==> src/rtl/mpu_reader_pkg.sv <==
// Shared definitions for the NT35510 MPU read path.
// Contains the bus levels, the read opcodes and the strobe phase width.
package mpu_reader_pkg;

    // Panel pin levels: chip select / strobe active low, DCX low selects a command
    localparam logic SEL = 1'b0;
    localparam logic DES = 1'b1;
    localparam logic CMD = 1'b0;
    localparam logic DAT = 1'b1;

    localparam logic [15:0] RDDID = 16'h0400;
    localparam logic [15:0] RAMRD = 16'h2E00;

    localparam int PHASE_W = 6;

    function automatic logic [PHASE_W-1:0] to_phase(input int len);
        return len[PHASE_W-1:0];
    endfunction

endpackage

==> src/rtl/mpu_strobe_timer.sv <==
// Phase counter for one strobe period: TL cycles low, then TH cycles high.
// It wraps to zero on its own at the end of each period, so back-to-back strobes need no restart.
module mpu_strobe_timer
    import mpu_reader_pkg::*;
(
    input  logic               clk_i,
    input  logic               rst_i,
    input  logic               clr_i,
    input  logic               run_i,
    input  logic [PHASE_W-1:0] tl_i,
    input  logic [PHASE_W-1:0] th_i,
    output logic               low_end_o,
    output logic               high_end_o
);

    localparam logic [PHASE_W-1:0] PH_ONE  = 1;
    localparam logic [PHASE_W:0]   EXT_ONE = 1;

    logic [PHASE_W-1:0] phase_q, phase_d;
    logic [PHASE_W:0]   low_last, high_last;

    assign low_last  = {1'b0, tl_i} - EXT_ONE;
    assign high_last = {1'b0, tl_i} + {1'b0, th_i} - EXT_ONE;

    assign low_end_o  = run_i && ({1'b0, phase_q} == low_last);
    assign high_end_o = run_i && ({1'b0, phase_q} == high_last);

    always_comb begin
        phase_d = phase_q;
        if (clr_i) begin
            phase_d = '0;
        end else if (run_i) begin
            phase_d = high_end_o ? '0 : phase_q + PH_ONE;
        end
    end

    always_ff @(posedge clk_i or posedge rst_i) begin
        if (rst_i) begin
            phase_q <= '0;
        end else begin
            phase_q <= phase_d;
        end
    end

endmodule

==> src/rtl/mpu_reader.sv <==
// NT35510 8080-bus read controller: one command write, then N RDX read strobes with data capture.
// Build option MPU_RD_DUMMY_EN: a discarded dummy strobe precedes the data words.
module mpu_reader
    import mpu_reader_pkg::*;
#(
    parameter int DATA_WIDTH = 24,
    parameter int CNT_WIDTH  = 8,
    parameter int TWRL       = 4,
    parameter int TWRH       = 4,
    parameter int TRDL       = 4,
    parameter int TRDH       = 4
) (
    input  logic                  i_arst,
    input  logic                  i_sysclk,
    input  logic                  i_start,
    input  logic [15:0]           i_cmd,
    input  logic [CNT_WIDTH-1:0]  i_count,
    input  logic [DATA_WIDTH-1:0] i_d,
    output logic [DATA_WIDTH-1:0] o_data,
    output logic                  o_valid,
    output logic                  o_busy,
    output logic                  o_done,
    output logic                  o_csx,
    output logic                  o_dcx,
    output logic                  o_wrx,
    output logic                  o_rdx,
    output logic [DATA_WIDTH-1:0] o_d,
    output logic [DATA_WIDTH-1:0] o_oe
);

    localparam logic [2:0] S_IDLE   = 3'd0;
    localparam logic [2:0] S_CMDWR  = 3'd1;
    localparam logic [2:0] S_DUMMY  = 3'd2;
    localparam logic [2:0] S_RDDAT  = 3'd3;
    localparam logic [2:0] S_FINISH = 3'd4;

`ifdef MPU_RD_DUMMY_EN
    localparam logic [2:0] S_FIRST_RD = S_DUMMY;
`else
    localparam logic [2:0] S_FIRST_RD = S_RDDAT;
`endif

    localparam logic [CNT_WIDTH-1:0] CNT_ONE = 1;

    logic [2:0]            state_q, state_d;
    logic [CNT_WIDTH-1:0]  cnt_q, cnt_d;
    logic                  csx_q, csx_d, dcx_q, dcx_d, wrx_q, wrx_d, rdx_q, rdx_d;
    logic [DATA_WIDTH-1:0] d_q, d_d, oe_q, oe_d, data_q, data_d;
    logic                  valid_q, valid_d, busy_q, busy_d, done_q, done_d;

    logic               tmr_clr, tmr_run, low_end, high_end;
    logic [PHASE_W-1:0] tmr_tl, tmr_th;

    mpu_strobe_timer u_timer (
        .clk_i      (i_sysclk),
        .rst_i      (i_arst),
        .clr_i      (tmr_clr),
        .run_i      (tmr_run),
        .tl_i       (tmr_tl),
        .th_i       (tmr_th),
        .low_end_o  (low_end),
        .high_end_o (high_end)
    );

    always_comb begin
        state_d = state_q;
        cnt_d   = cnt_q;
        csx_d   = csx_q;
        dcx_d   = dcx_q;
        wrx_d   = wrx_q;
        rdx_d   = rdx_q;
        d_d     = d_q;
        oe_d    = oe_q;
        data_d  = data_q;
        busy_d  = busy_q;
        valid_d = 1'b0;
        done_d  = 1'b0;
        tmr_clr = 1'b0;
        tmr_run = 1'b0;
        tmr_tl  = to_phase(TRDL);
        tmr_th  = to_phase(TRDH);

        case (state_q)
            S_IDLE: begin
                if (i_start) begin
                    state_d = S_CMDWR;
                    cnt_d   = i_count;
                    csx_d   = SEL;
                    dcx_d   = CMD;
                    wrx_d   = SEL;
                    d_d     = {{(DATA_WIDTH-16){1'b0}}, i_cmd};
                    oe_d    = '1;
                    busy_d  = 1'b1;
                    tmr_clr = 1'b1;
                end
            end
            S_CMDWR: begin
                tmr_run = 1'b1;
                tmr_tl  = to_phase(TWRL);
                tmr_th  = to_phase(TWRH);
                if (low_end) begin
                    wrx_d = DES;
                end
                // Release the bus on the same edge RDX first drops, so drive and read never overlap
                if (high_end) begin
                    oe_d  = '0;
                    d_d   = '0;
                    dcx_d = DAT;
                    if (cnt_q == '0) begin
                        state_d = S_FINISH;
                    end else begin
                        rdx_d   = SEL;
                        state_d = S_FIRST_RD;
                    end
                end
            end
            S_DUMMY: begin
                tmr_run = 1'b1;
                if (low_end) begin
                    rdx_d = DES;
                end
                if (high_end) begin
                    rdx_d   = SEL;
                    state_d = S_RDDAT;
                end
            end
            S_RDDAT: begin
                tmr_run = 1'b1;
                // Count is decremented at the sample so it holds the words still owed at period end
                if (low_end) begin
                    rdx_d   = DES;
                    data_d  = i_d;
                    valid_d = 1'b1;
                    cnt_d   = cnt_q - CNT_ONE;
                end
                if (high_end) begin
                    if (cnt_q == '0) begin
                        state_d = S_FINISH;
                    end else begin
                        rdx_d = SEL;
                    end
                end
            end
            S_FINISH: begin
                csx_d   = DES;
                rdx_d   = DES;
                dcx_d   = DAT;
                done_d  = 1'b1;
                busy_d  = 1'b0;
                state_d = S_IDLE;
            end
            default: begin
                state_d = S_IDLE;
            end
        endcase
    end

    always_ff @(posedge i_sysclk or posedge i_arst) begin
        if (i_arst) begin
            state_q <= S_IDLE;
            cnt_q   <= '0;
            csx_q   <= DES;
            dcx_q   <= DAT;
            wrx_q   <= DES;
            rdx_q   <= DES;
            d_q     <= '0;
            oe_q    <= '0;
            data_q  <= '0;
            valid_q <= 1'b0;
            busy_q  <= 1'b0;
            done_q  <= 1'b0;
        end else begin
            state_q <= state_d;
            cnt_q   <= cnt_d;
            csx_q   <= csx_d;
            dcx_q   <= dcx_d;
            wrx_q   <= wrx_d;
            rdx_q   <= rdx_d;
            d_q     <= d_d;
            oe_q    <= oe_d;
            data_q  <= data_d;
            valid_q <= valid_d;
            busy_q  <= busy_d;
            done_q  <= done_d;
        end
    end

    assign o_data  = data_q;
    assign o_valid = valid_q;
    assign o_busy  = busy_q;
    assign o_done  = done_q;
    assign o_csx   = csx_q;
    assign o_dcx   = dcx_q;
    assign o_wrx   = wrx_q;
    assign o_rdx   = rdx_q;
    assign o_d     = d_q;
    assign o_oe    = oe_q;

endmodule

==> config.mk <==
export PLATFORM = sky130hd
export DESIGN_NAME = mpu_reader
export DESIGN_NICKNAME = d
export VERILOG_FILES = /design/src/rtl/mpu_reader_pkg.sv /design/src/rtl/mpu_strobe_timer.sv /design/src/rtl/mpu_reader.sv
export SDC_FILE = /design/constraint.sdc
export NUM_CORES = 1
export LEC_CHECK = 0
export CAP_MARGIN = 0
export CORE_UTILIZATION = 49
export CTS_BUF_LIST = sky130_fd_sc_hd__clkbuf_4 sky130_fd_sc_hd__clkbuf_8 sky130_fd_sc_hd__clkbuf_16
export CTS_CLUSTER_DIAMETER = 120
export CTS_CLUSTER_SIZE = 16
export DETAILED_ROUTE_END_ITERATION = 8
export PLACE_DENSITY = 0.86
export SLEW_MARGIN = 25
export SYNTH_ARGS = -nofsm -noshare
export SYNTH_HDL_FRONTEND = slang
export SYNTH_HIERARCHICAL = 1
export SYNTH_SLANG_ARGS = --single-unit
==> constraint.sdc <==
create_clock -name i_sysclk -period 6.05 [get_ports i_sysclk]
set_input_delay 1.21 -clock i_sysclk [delete_from_list [all_inputs] [get_ports i_sysclk]]
set_output_delay 1.21 -clock i_sysclk [all_outputs]
set_load 0.005 [all_outputs]
==> results.sh, run 1 <==
export IMPL_status="finished clean"
export IMPL_r2r_start="state_q[1]"
export IMPL_root_buffer="clkbuf_8"
export IMPL_wl_mm=8.516
export IMPL_vias_per_cell=4.965
export IMPL_synth_edf_count=0
export IMPL_ys_flop_type="dfrtp_1"
export IMPL_pre_cts_slack_ns=2.326
export IMPL_netlist_instances=396
export IMPL_p_per_area_nw_per_um2=426.6
export IMPL_fin_nets=585
export IMPL_tns_ns=0
export IMPL_vdd_drop_max_v=0.0002465
export IMPL_finalMaxSlewViolations=0
export IMPL_antenna_found_initial=0
export IMPL_cap_viol_max_count=0
export IMPL_r2r_end="o_data[12]"
export IMPL_clk_pin_slew_worst_paths_ns=0.07
export IMPL_drt_pass1_iter_count=4
export IMPL_grt_max_degree=60
export IMPL_hold_path_startpoint="o_csx"
export IMPL_diodes=0
export IMPL_ys_seq_area_frac=0.4452
export IMPL_port_buffers=121
export IMPL_worst_slack_ns=2.776
export IMPL_synth_distinct_cells=56
export IMPL_cts_setup_buffers=0
export IMPL_fin_area_sq_um=5060
export IMPL_grt_total_usage=0.2389
export IMPL_tightestPinTransition_ns=0.7845
export IMPL_async_reset_ff_frac=1.000
export IMPL_postSynthAreaPerCell_sq_um=9.254
export IMPL_io_pin_count=130
export IMPL_hold_viol_final=0
export IMPL_start_util=0.5053
export IMPL_hold_class="register to register"
export IMPL_slew_headroom=0.4769
export IMPL_cts_hold_buf=0
export IMPL_h_tree_depth=3
export IMPL_syn_area_sq_um=3665
export IMPL_ant_nets=0
export IMPL_ys_warn_count=6
export IMPL_grt_pass1_vias=3045
export IMPL_reg2reg_depth=9
export IMPL_fin_crit_ns=3.274
export IMPL_die_w_microns=88.48
export IMPL_final_common_cell="clkdlybuf4s50_1"
export IMPL_synth_seq_cells=65
export IMPL_core_sq_um=7253
export IMPL_skew_ns=0.01568
export IMPL_place_gp_congestion=0.7569
export IMPL_cts_sinks=65
export IMPL_layout_drive_gt1_share=0.07443
export IMPL_die_h_microns=88.48
export IMPL_wl_per_cell_microns=13.67
export IMPL_cts_buffers=9
export IMPL_setup_violations=0
export IMPL_leakage_uw=0.002321
export IMPL_ff2ff_setup_slack_ns=2.78
export IMPL_holdPathEnd="o_csx"
export IMPL_layout_common_cells="121 x clkdlybuf4s50_1, 82 x nand2_1, 61 x dfrtp_1"
export IMPL_post_route_period_util=0.5412
export IMPL_rows=31
export IMPL_p_total_uw=2159
export IMPL_arrival_ns=3.55
export IMPL_cp_max_fo=25
export IMPL_insertion_delay_ns=0.34
export IMPL_syn_to_final_growth_pct=38.07
export IMPL_crit_type="register to register"
export IMPL_whs_ns=0.4859
export IMPL_hold_path_depth=2
export IMPL_vias=3093
export IMPL_end_kind="register"
export IMPL_rsz0062_at_grt="false"
export IMPL_remaining_drc_errors=0
export IMPL_required_ns=6.33
export IMPL_max_clock_freq_mhz=305.4
export IMPL_cts_tree="yes"
export IMPL_dieArea_sq_um=7829
export IMPL_cts_max_path_buffers=2
export IMPL_detailed_place_area_sq_um=4846
export IMPL_cp_start_kind="register"
export IMPL_grt_ovfl_total=0
export IMPL_cts_resized=0
export IMPL_drtIter0Drc=136
export IMPL_hpwl_mm=6.370
export IMPL_grt_pass1_wl_mm=14.13
[cell type report]
cell class / count / area [sq um]
fill: 536 / 2193
multi-input combinational: 284 / 1733
sequential: 65 / 1632
timing repair buffer: 124 / 1237
clock buffer: 10 / 137.6
inverter: 35 / 131.4
tap: 99 / 123.9
clock inverter: 6 / 65.06
[sequential cells by signal, summed over array words and instances, names as in the netlist]
| signal | count |
|---|---|
| o_dcx | 1 |
| u_timer/phase_q | 6 |
| o_valid | 1 |
| o_data | 24 |
| o_csx | 1 |
| o_wrx | 1 |
| state_q | 3 |
| o_busy | 1 |
| o_done | 1 |
| o_d | 16 |
| o_oe | 1 |
| o_rdx | 1 |
| cnt_q | 8 |
[synthesized netlist by cell type, drive strengths merged, types with 4 or more instances]
library cell | n | share of area
nand2 | 82 | 0.084
dfrtp | 61 | 0.42
buf | 40 | 0.076
inv | 35 | 0.036
o21ai | 18 | 0.025
a21oi | 17 | 0.026
a22o | 16 | 0.038
nor2 | 16 | 0.016
ha | 14 | 0.048
xnor2 | 13 | 0.031
nor3 | 9 | 0.012
xor2 | 7 | 0.017
clkbuf | 6 | 0.0061
nand4 | 5 | 0.013
dfstp | 4 | 0.029
nand3 | 4 | 0.0055
nand3b | 4 | 0.0082
nor4 | 4 | 0.015
[stage by stage]
step,cells,utilization
floorplan,430,-
global placement,606,0.6676
detailed placement,606,0.6681
CTS,622,0.6961
global route,623,0.6976
finish,623,0.6976
[per-layer routing]
metal | global-route usage | share of wire | wire length [microns]
met1 | 0.2946 | 0.41 | 3505
met2 | 0.3923 | 0.51 | 4362
met3 | 0.07836 | 0.063 | 538
met4 | 0.08944 | 0.013 | 110
met5 | 0 | 0 | 0
[kinds of logic after synthesis]
family	count (synthesis)	synth area share
AOI/OAI and AO/OA	70	0.1355
xor gates and xnor gates	20	0.04780
adders and majority gates	15	0.05326
buffers and inverters	81	0.1178
DFF	65	0.4452
muxes	3	0.008876
other	2	0.002049
and+or+nand+nor	140	0.1895
[power by group]
group	leakage [uW]	switching (uW)	total, uW	internal [uW]
Sequential	0.000842	190	824	634
Combinational	0.00138	373	964	591
Clock	0.000103	168	370	202
[worst max-delay path by stage]
stage	from	endpoint	slack, ns
3_5_place_dp	state_q[1]	o_data[3]	2.33
5_1_grt	state_q[1]	o_data[5]	2.31
6_report	state_q[1]	o_data[12]	2.78
4_1_cts	state_q[1]	o_data[5]	2.21
3_3_place_gp	state_q[1]	o_data[5]	2.44
2_1_floorplan	i_arst	cnt_q[0]	3.39
[critical path, stage by stage (launching register included)]
cell and delay, ns:
dfrtp_1 0.59, nor2_1 0.14, nor2_1 0.50, nand4_1 0.19, a2111oi_2 0.60, nand4b_1 0.41, buf_6 0.29, inv_2 0.30
nand2_1 0.11, nand2_1 0.07
No activity file was read; power rests on OpenSTA's default activity.
==> run 2: changes to the inputs <==
--- a/config.mk
+++ b/config.mk
@@ -6,12 +6,12 @@
 export NUM_CORES = 1
 export LEC_CHECK = 0
 export CAP_MARGIN = 0
-export CORE_UTILIZATION = 49
+export CORE_UTILIZATION = 41
 export CTS_BUF_LIST = sky130_fd_sc_hd__clkbuf_4 sky130_fd_sc_hd__clkbuf_8 sky130_fd_sc_hd__clkbuf_16
 export CTS_CLUSTER_DIAMETER = 120
 export CTS_CLUSTER_SIZE = 16
 export DETAILED_ROUTE_END_ITERATION = 8
-export PLACE_DENSITY = 0.86
+export PLACE_DENSITY = 0.77
 export SLEW_MARGIN = 25
 export SYNTH_ARGS = -nofsm -noshare
 export SYNTH_HDL_FRONTEND = slang
==> constraint.sdc (replaced) <==
create_clock -name i_sysclk -period 2.8 [get_ports i_sysclk]
set_input_delay 0.56 -clock i_sysclk [delete_from_list [all_inputs] [get_ports i_sysclk]]
set_output_delay 0.56 -clock i_sysclk [all_outputs]
set_load 0.005 [all_outputs]
==> run 2 against run 1 <==
Compared with the run above: combinational power grew 120%; register-to-register slack worse by 2.5 ns; via count fell by 2.8%; routed wire length is 2.2% lower; sequential cell count is the same; critical endpoint is now cnt_q[3]; final area rose by 0.89%; clock power is 110% higher; first-iteration DRC count grew 13%; hold slack got worse by 0.0089 ns; largest cell class unchanged; clock-buffer cell count did not move; largest power group unchanged; die area grew 19%.
==> results.sh, run 2 (synthesis results as in run 1) <==
export IMPL_fin_nets=592
export IMPL_hpwl_mm=6.286
export IMPL_grt_pass1_wl_mm=13.74
export IMPL_slew_headroom=0.5134
export IMPL_cts_setup_buffers=0
export IMPL_antenna_found_initial=0
export IMPL_p_per_area_nw_per_um2=900.2
export IMPL_dieArea_sq_um=9321
export IMPL_slowest_delay_ns=0.45
export IMPL_arrival_ns=2.72
export IMPL_port_buffers=121
export IMPL_insertion_delay_ns=0.33
export IMPL_path_cells="xnor2_1 > mux2i_1 > mux2_2 > a2111oi_2 > nand3_1 > a21o_1 > o21ai_0 > o21ai_0"
export IMPL_whs_ns=0.4770
export IMPL_finalMaxSlewViolations=0
export IMPL_detailed_place_area_sq_um=4917
export IMPL_layout_drive_gt1_share=0.08491
export IMPL_final_common_cell="clkdlybuf4s50_1"
export IMPL_vias=3007
export IMPL_grt_busiest_layer="met2"
export IMPL_skew_ns=0.01355
export IMPL_leakage_uw=0.002346
export IMPL_syn_to_final_growth_pct=39.30
export IMPL_tightestPinTransition_ns=0.7299
export IMPL_rsz0062_at_grt="false"
export IMPL_remaining_drc_errors=0
export IMPL_tns_ns=0
export IMPL_cts_sinks=65
export IMPL_crit_slowest_cell="dfrtp_1"
export IMPL_hold_class="register to register"
export IMPL_io_pin_count=130
export IMPL_die_w_microns=96.55
export IMPL_end_kind="register"
export IMPL_vdd_drop_max_v=0.0006126
export IMPL_grt_ovfl_total=0
export IMPL_grt_total_usage=0.1915
export IMPL_drtIter0Drc=153
export IMPL_core_sq_um=8678
export IMPL_fin_crit_ns=2.520
export IMPL_cts_hold_buf=0
export IMPL_start_util=0.4223
export IMPL_place_gp_congestion=0.8193
export IMPL_timing_critical_path_mode_cell="o21ai_0"
export IMPL_drt_pass1_iter_count=6
export IMPL_grt_pass1_vias=2915
export IMPL_cap_viol_max_count=0
export IMPL_diodes=0
export IMPL_post_route_period_util=0.8998
export IMPL_ant_nets=0
export IMPL_required_ns=3.00
export IMPL_vias_per_cell=4.713
export IMPL_setup_violations=0
export IMPL_cts_buffers=9
export IMPL_hold_viol_final=0
export IMPL_cp_start_kind="register"
export IMPL_layout_common_cells="121 x clkdlybuf4s50_1, 82 x nand2_1, 61 x dfrtp_1"
export IMPL_max_clock_freq_mhz=396.9
export IMPL_grt_use_met2=0.3058
export IMPL_rows=34
export IMPL_clk_pin_slew_worst_paths_ns=0.08
export IMPL_grt_use_met3=0.06964
export IMPL_wl_mm=8.331
export IMPL_wl_per_cell_microns=13.06
export IMPL_root_buffer="clkbuf_8"
export IMPL_fin_util=0.5882
export IMPL_use_met1=0.2391
export IMPL_cp_max_fo=9
export IMPL_cts_resized=0
export IMPL_cts_tree="yes"
export IMPL_largest_reg_flops=24
export IMPL_cts_max_path_buffers=2
export IMPL_grt_max_degree=29
export IMPL_crit_type="register to register"
export IMPL_die_h_microns=96.55
export IMPL_fin_area_sq_um=5105
export IMPL_status="finished clean"
export IMPL_p_total_uw=4595
export IMPL_h_tree_depth=3
-- run 2: cell types whose count changed in the layout (fill, tap and decap cells not counted), sizes merged --
cell / delta
buf: +7
clkinv: -1
-- run 2: report_power, final --
| part | switching, uW | internal, uW | total, uW | leakage (uW) |
|---|---|---|---|---|
| combinational | 798 | 1290 | 2080 | 0.00141 |
| sequential | 375 | 1370 | 1750 | 0.000842 |
| clock | 349 | 416 | 765 | 0.0000959 |
| total | 1520 | 3070 | 4600 | 0.00235 |
-- run 2: area by class of cell --
| type | count | area [sq um] |
|---|---|---|
| clock buffers | 10 | 131.4 |
| clock inverters | 5 | 56.30 |
| fillers | 759 | 3573 |
| inverters | 35 | 131.4 |
| multi-input cells | 284 | 1733 |
| flip-flops and latches | 65 | 1632 |
| well taps | 108 | 135.1 |
| repair buffers | 131 | 1286 |
-- run 2: worst paths after layout --
kind                                    start                  to  slack (ns)  cells past startpoint
min in group asynchronous              i_arst  u_timer/phase_q[1]        0.52                      2
max in group asynchronous              i_arst               o_wrx        1.45                      3
max reg2reg                u_timer/phase_q[3]            cnt_q[3]        0.28                      8
max                        u_timer/phase_q[3]            cnt_q[3]        0.28                      8
min reg2reg                         o_data[7]           o_data[7]        0.48                      2
min                                 o_data[7]           o_data[7]        0.48                      2
-- run 2: routing by layer --
metal  up-vias  share of wire
li1       1515              -
met1      1403           0.43
met2        80           0.49
met3         9          0.072
met4         0          0.013
met5         -              0
-- run 2: through the flow --
stage	cells	setup slack [ns]
CTS	638	0.2772
detailed placement	623	0.2888
global placement	623	0.3936
global route	638	0.02140
floorplan	430	0.4368
finish	638	0.2805
-- run 2: worst max-delay path, delay by kind of cell, from the launching register on --
family,cells,cell delay [ns]
AND/OR/NAND/NOR,1,0.23
multiplexers,2,0.37
flip-flops,1,0.45
AO/OA/AOI/OAI,4,1.09
XOR/XNOR,1,0.26
==> run 3: changes to the inputs <==
--- a/config.mk
+++ b/config.mk
@@ -6,6 +6,7 @@
 export NUM_CORES = 1
 export LEC_CHECK = 0
 export CAP_MARGIN = 0
+export CORE_MARGIN = 2
 export CORE_UTILIZATION = 41
 export CTS_BUF_LIST = sky130_fd_sc_hd__clkbuf_4 sky130_fd_sc_hd__clkbuf_8 sky130_fd_sc_hd__clkbuf_16
 export CTS_CLUSTER_DIAMETER = 120
==> run 3 against run 2 <==
Compared with the run above: fmax fell by 1.4%; power rose by 5.1%; worst setup slack got worse by 0.036 ns; via count rose by 1.9%; sequential cell count did not move; critical path depth did not move; global-route usage fell by 1.3 points; die area rose by 4.2%; routed wire length rose by 3.1%; critical path type unchanged; highest routed layer unchanged.
==> results.sh, run 3 (synthesis results as in run 1) <==
export IMPL_cp_start_kind="register"
export IMPL_antenna_found_initial=0
export IMPL_tns_ns=0
export IMPL_p_comb_frac=0.434
export IMPL_fin_area_sq_um=5160
export IMPL_vias_per_cell=4.803
export IMPL_hold_path_startpoint="o_data[21]"
export IMPL_cp_depth=8
export IMPL_fin_crit_ns=2.556
export IMPL_wl_mm=8.592
export IMPL_crit_slowest_cell="a2111oi_2"
export IMPL_cts_buffers=9
export IMPL_diodes=0
export IMPL_intPower_uw=3257
export IMPL_clockPowerShare=0.206
export IMPL_grt_pass1_wl_mm=14.10
export IMPL_arrival_ns=2.77
export IMPL_cts_resized=0
export IMPL_status="finished clean"
export IMPL_fin_nets=591
export IMPL_syn_to_final_growth_pct=40.80
export IMPL_wl_per_cell_microns=13.47
export IMPL_slowest_delay_ns=0.50
export IMPL_die_h_microns=98.55
export IMPL_rsz0062_at_grt="false"
export IMPL_grt_total_usage=0.1782
export IMPL_pre_cts_slack_ns=0.2539
export IMPL_swShare=0.3258
export IMPL_finalMaxSlewViolations=0
export IMPL_post_route_period_util=0.9127
export IMPL_cts_hold_buf=0
export IMPL_hpwl_mm=6.486
export IMPL_p_total_uw=4830
export IMPL_vdd_drop_max_v=0.0007273
export IMPL_r2r_start="u_timer/phase_q[3]"
export IMPL_p_seq_frac=0.360
export IMPL_hold_class="register to register"
export IMPL_crit_family="compound AO/OA/AOI/OAI gates"
export IMPL_place_gp_congestion=0.8312
export IMPL_fin_util=0.5946
export IMPL_layout_common_cells="121 x clkdlybuf4s50_1, 82 x nand2_1, 61 x dfrtp_1"
export IMPL_core_sq_um=8678
export IMPL_setup_violations=0
export IMPL_insertion_delay_ns=0.34
export IMPL_grt_max_degree=28
export IMPL_worstSetupStartpoint="u_timer/phase_q[3]"
export IMPL_clk_pin_slew_worst_paths_ns=0.07
export IMPL_h_tree_depth=3
export IMPL_required_ns=3.01
export IMPL_cap_viol_max_count=0
export IMPL_slew_headroom=0.5399
export IMPL_dieArea_sq_um=9711
export IMPL_grt_ovfl_total=0
export IMPL_io_pin_count=130
export IMPL_grt_pass1_vias=3018
export IMPL_rows=34
export IMPL_cts_tree="yes"
export IMPL_end_kind="register"
export IMPL_max_clock_freq_mhz=391.3
export IMPL_port_buffers=121
export IMPL_largest_reg_flops=24
export IMPL_root_buffer="clkbuf_8"
export IMPL_detailed_place_area_sq_um=4912
export IMPL_final_common_cell="clkdlybuf4s50_1"
export IMPL_path_buf_inv=0
export IMPL_cts_setup_buffers=0
export IMPL_die_w_microns=98.55
export IMPL_remaining_drc_errors=0
export IMPL_cts_sinks=65
export IMPL_crit_type="register to register"
export IMPL_ff2ff_setup_slack_ns=0.24
export IMPL_cp_max_fo=9
export IMPL_start_util=0.4223
export IMPL_crit_path_end="cnt_q[4]"
export IMPL_timing_critical_path_mode_cell="o21ai_0"
export IMPL_tightestPinTransition_ns=0.6901
export IMPL_reg2reg_depth=8
export IMPL_p_switching_uw=1574
export IMPL_drtIter0Drc=105
export IMPL_worst_slack_ns=0.2445
export IMPL_vias=3064
export IMPL_p_per_area_nw_per_um2=936.1
export IMPL_r2r_end="cnt_q[4]"
export IMPL_cts_max_path_buffers=2
export IMPL_path_cells="xnor2_1 > mux2i_1 > mux2_2 > a2111oi_2 > nand3_1 > a21o_1 > o21ai_0 > o21ai_0"
export IMPL_skew_ns=0.01639
export IMPL_leakage_uw=0.002366
export IMPL_layout_drive_gt1_share=0.08679
export IMPL_drt_pass1_iter_count=6
export IMPL_hold_viol_final=0
export IMPL_ant_nets=0
## run 3: cell type report
class	instances	area, sq um
fill	755	3518
inverter	35	131.4
multi-input combinational	284	1735
timing repair buffer	130	1279
clock inverter	7	123.9
tap	108	135.1
clock buffer	9	123.9
sequential	65	1632
## run 3: through the flow
| stage | hold slack (ns) | cells |
|---|---|---|
| after floorplan | 0.3510 | 430 |
| after global placement | 0.4564 | 622 |
| after detailed placement | 0.4637 | 622 |
| after CTS | 0.4818 | 638 |
| after global routing | 0.4983 | 638 |
| final | 0.4781 | 638 |
## run 3: power by group through the flow
stage	Clock, uW	Combinational [uW]	Sequential (uW)
after floorplan	0	1140	1700
after global placement	0	2040	1730
after detailed placement	0	2090	1750
after CTS	1010	2100	1740
after global routing	1040	2300	1810
final	996	2100	1740
## run 3: worst min-delay path by stage
stage | end | slack [ns] | cells after the start
CTS | o_data[21] | 0.48 | 2
finish | o_data[21] | 0.48 | 2
global route | o_data[17] | 0.50 | 2
global placement | o_data[21] | 0.46 | 2
detailed placement | o_data[13] | 0.46 | 2
floorplan | u_timer/phase_q[0] | 0.35 | 1
## run 3: routing by layer
layer | track usage | wire length [microns] | up-vias
met5 | 0 | 0 | -
met4 | 0.04742 | 113 | 0
met3 | 0.07872 | 872 | 12
met2 | 0.2946 | 4154 | 102
met1 | 0.2132 | 3451 | 1436
li1 | - | - | 1514
## run 3: tightest hold or removal path, delay by kind of cell (launching register included)
kind / cells / cell delay, ns
and+or+nand+nor: 2 / 0.10
DFF: 1 / 0.35
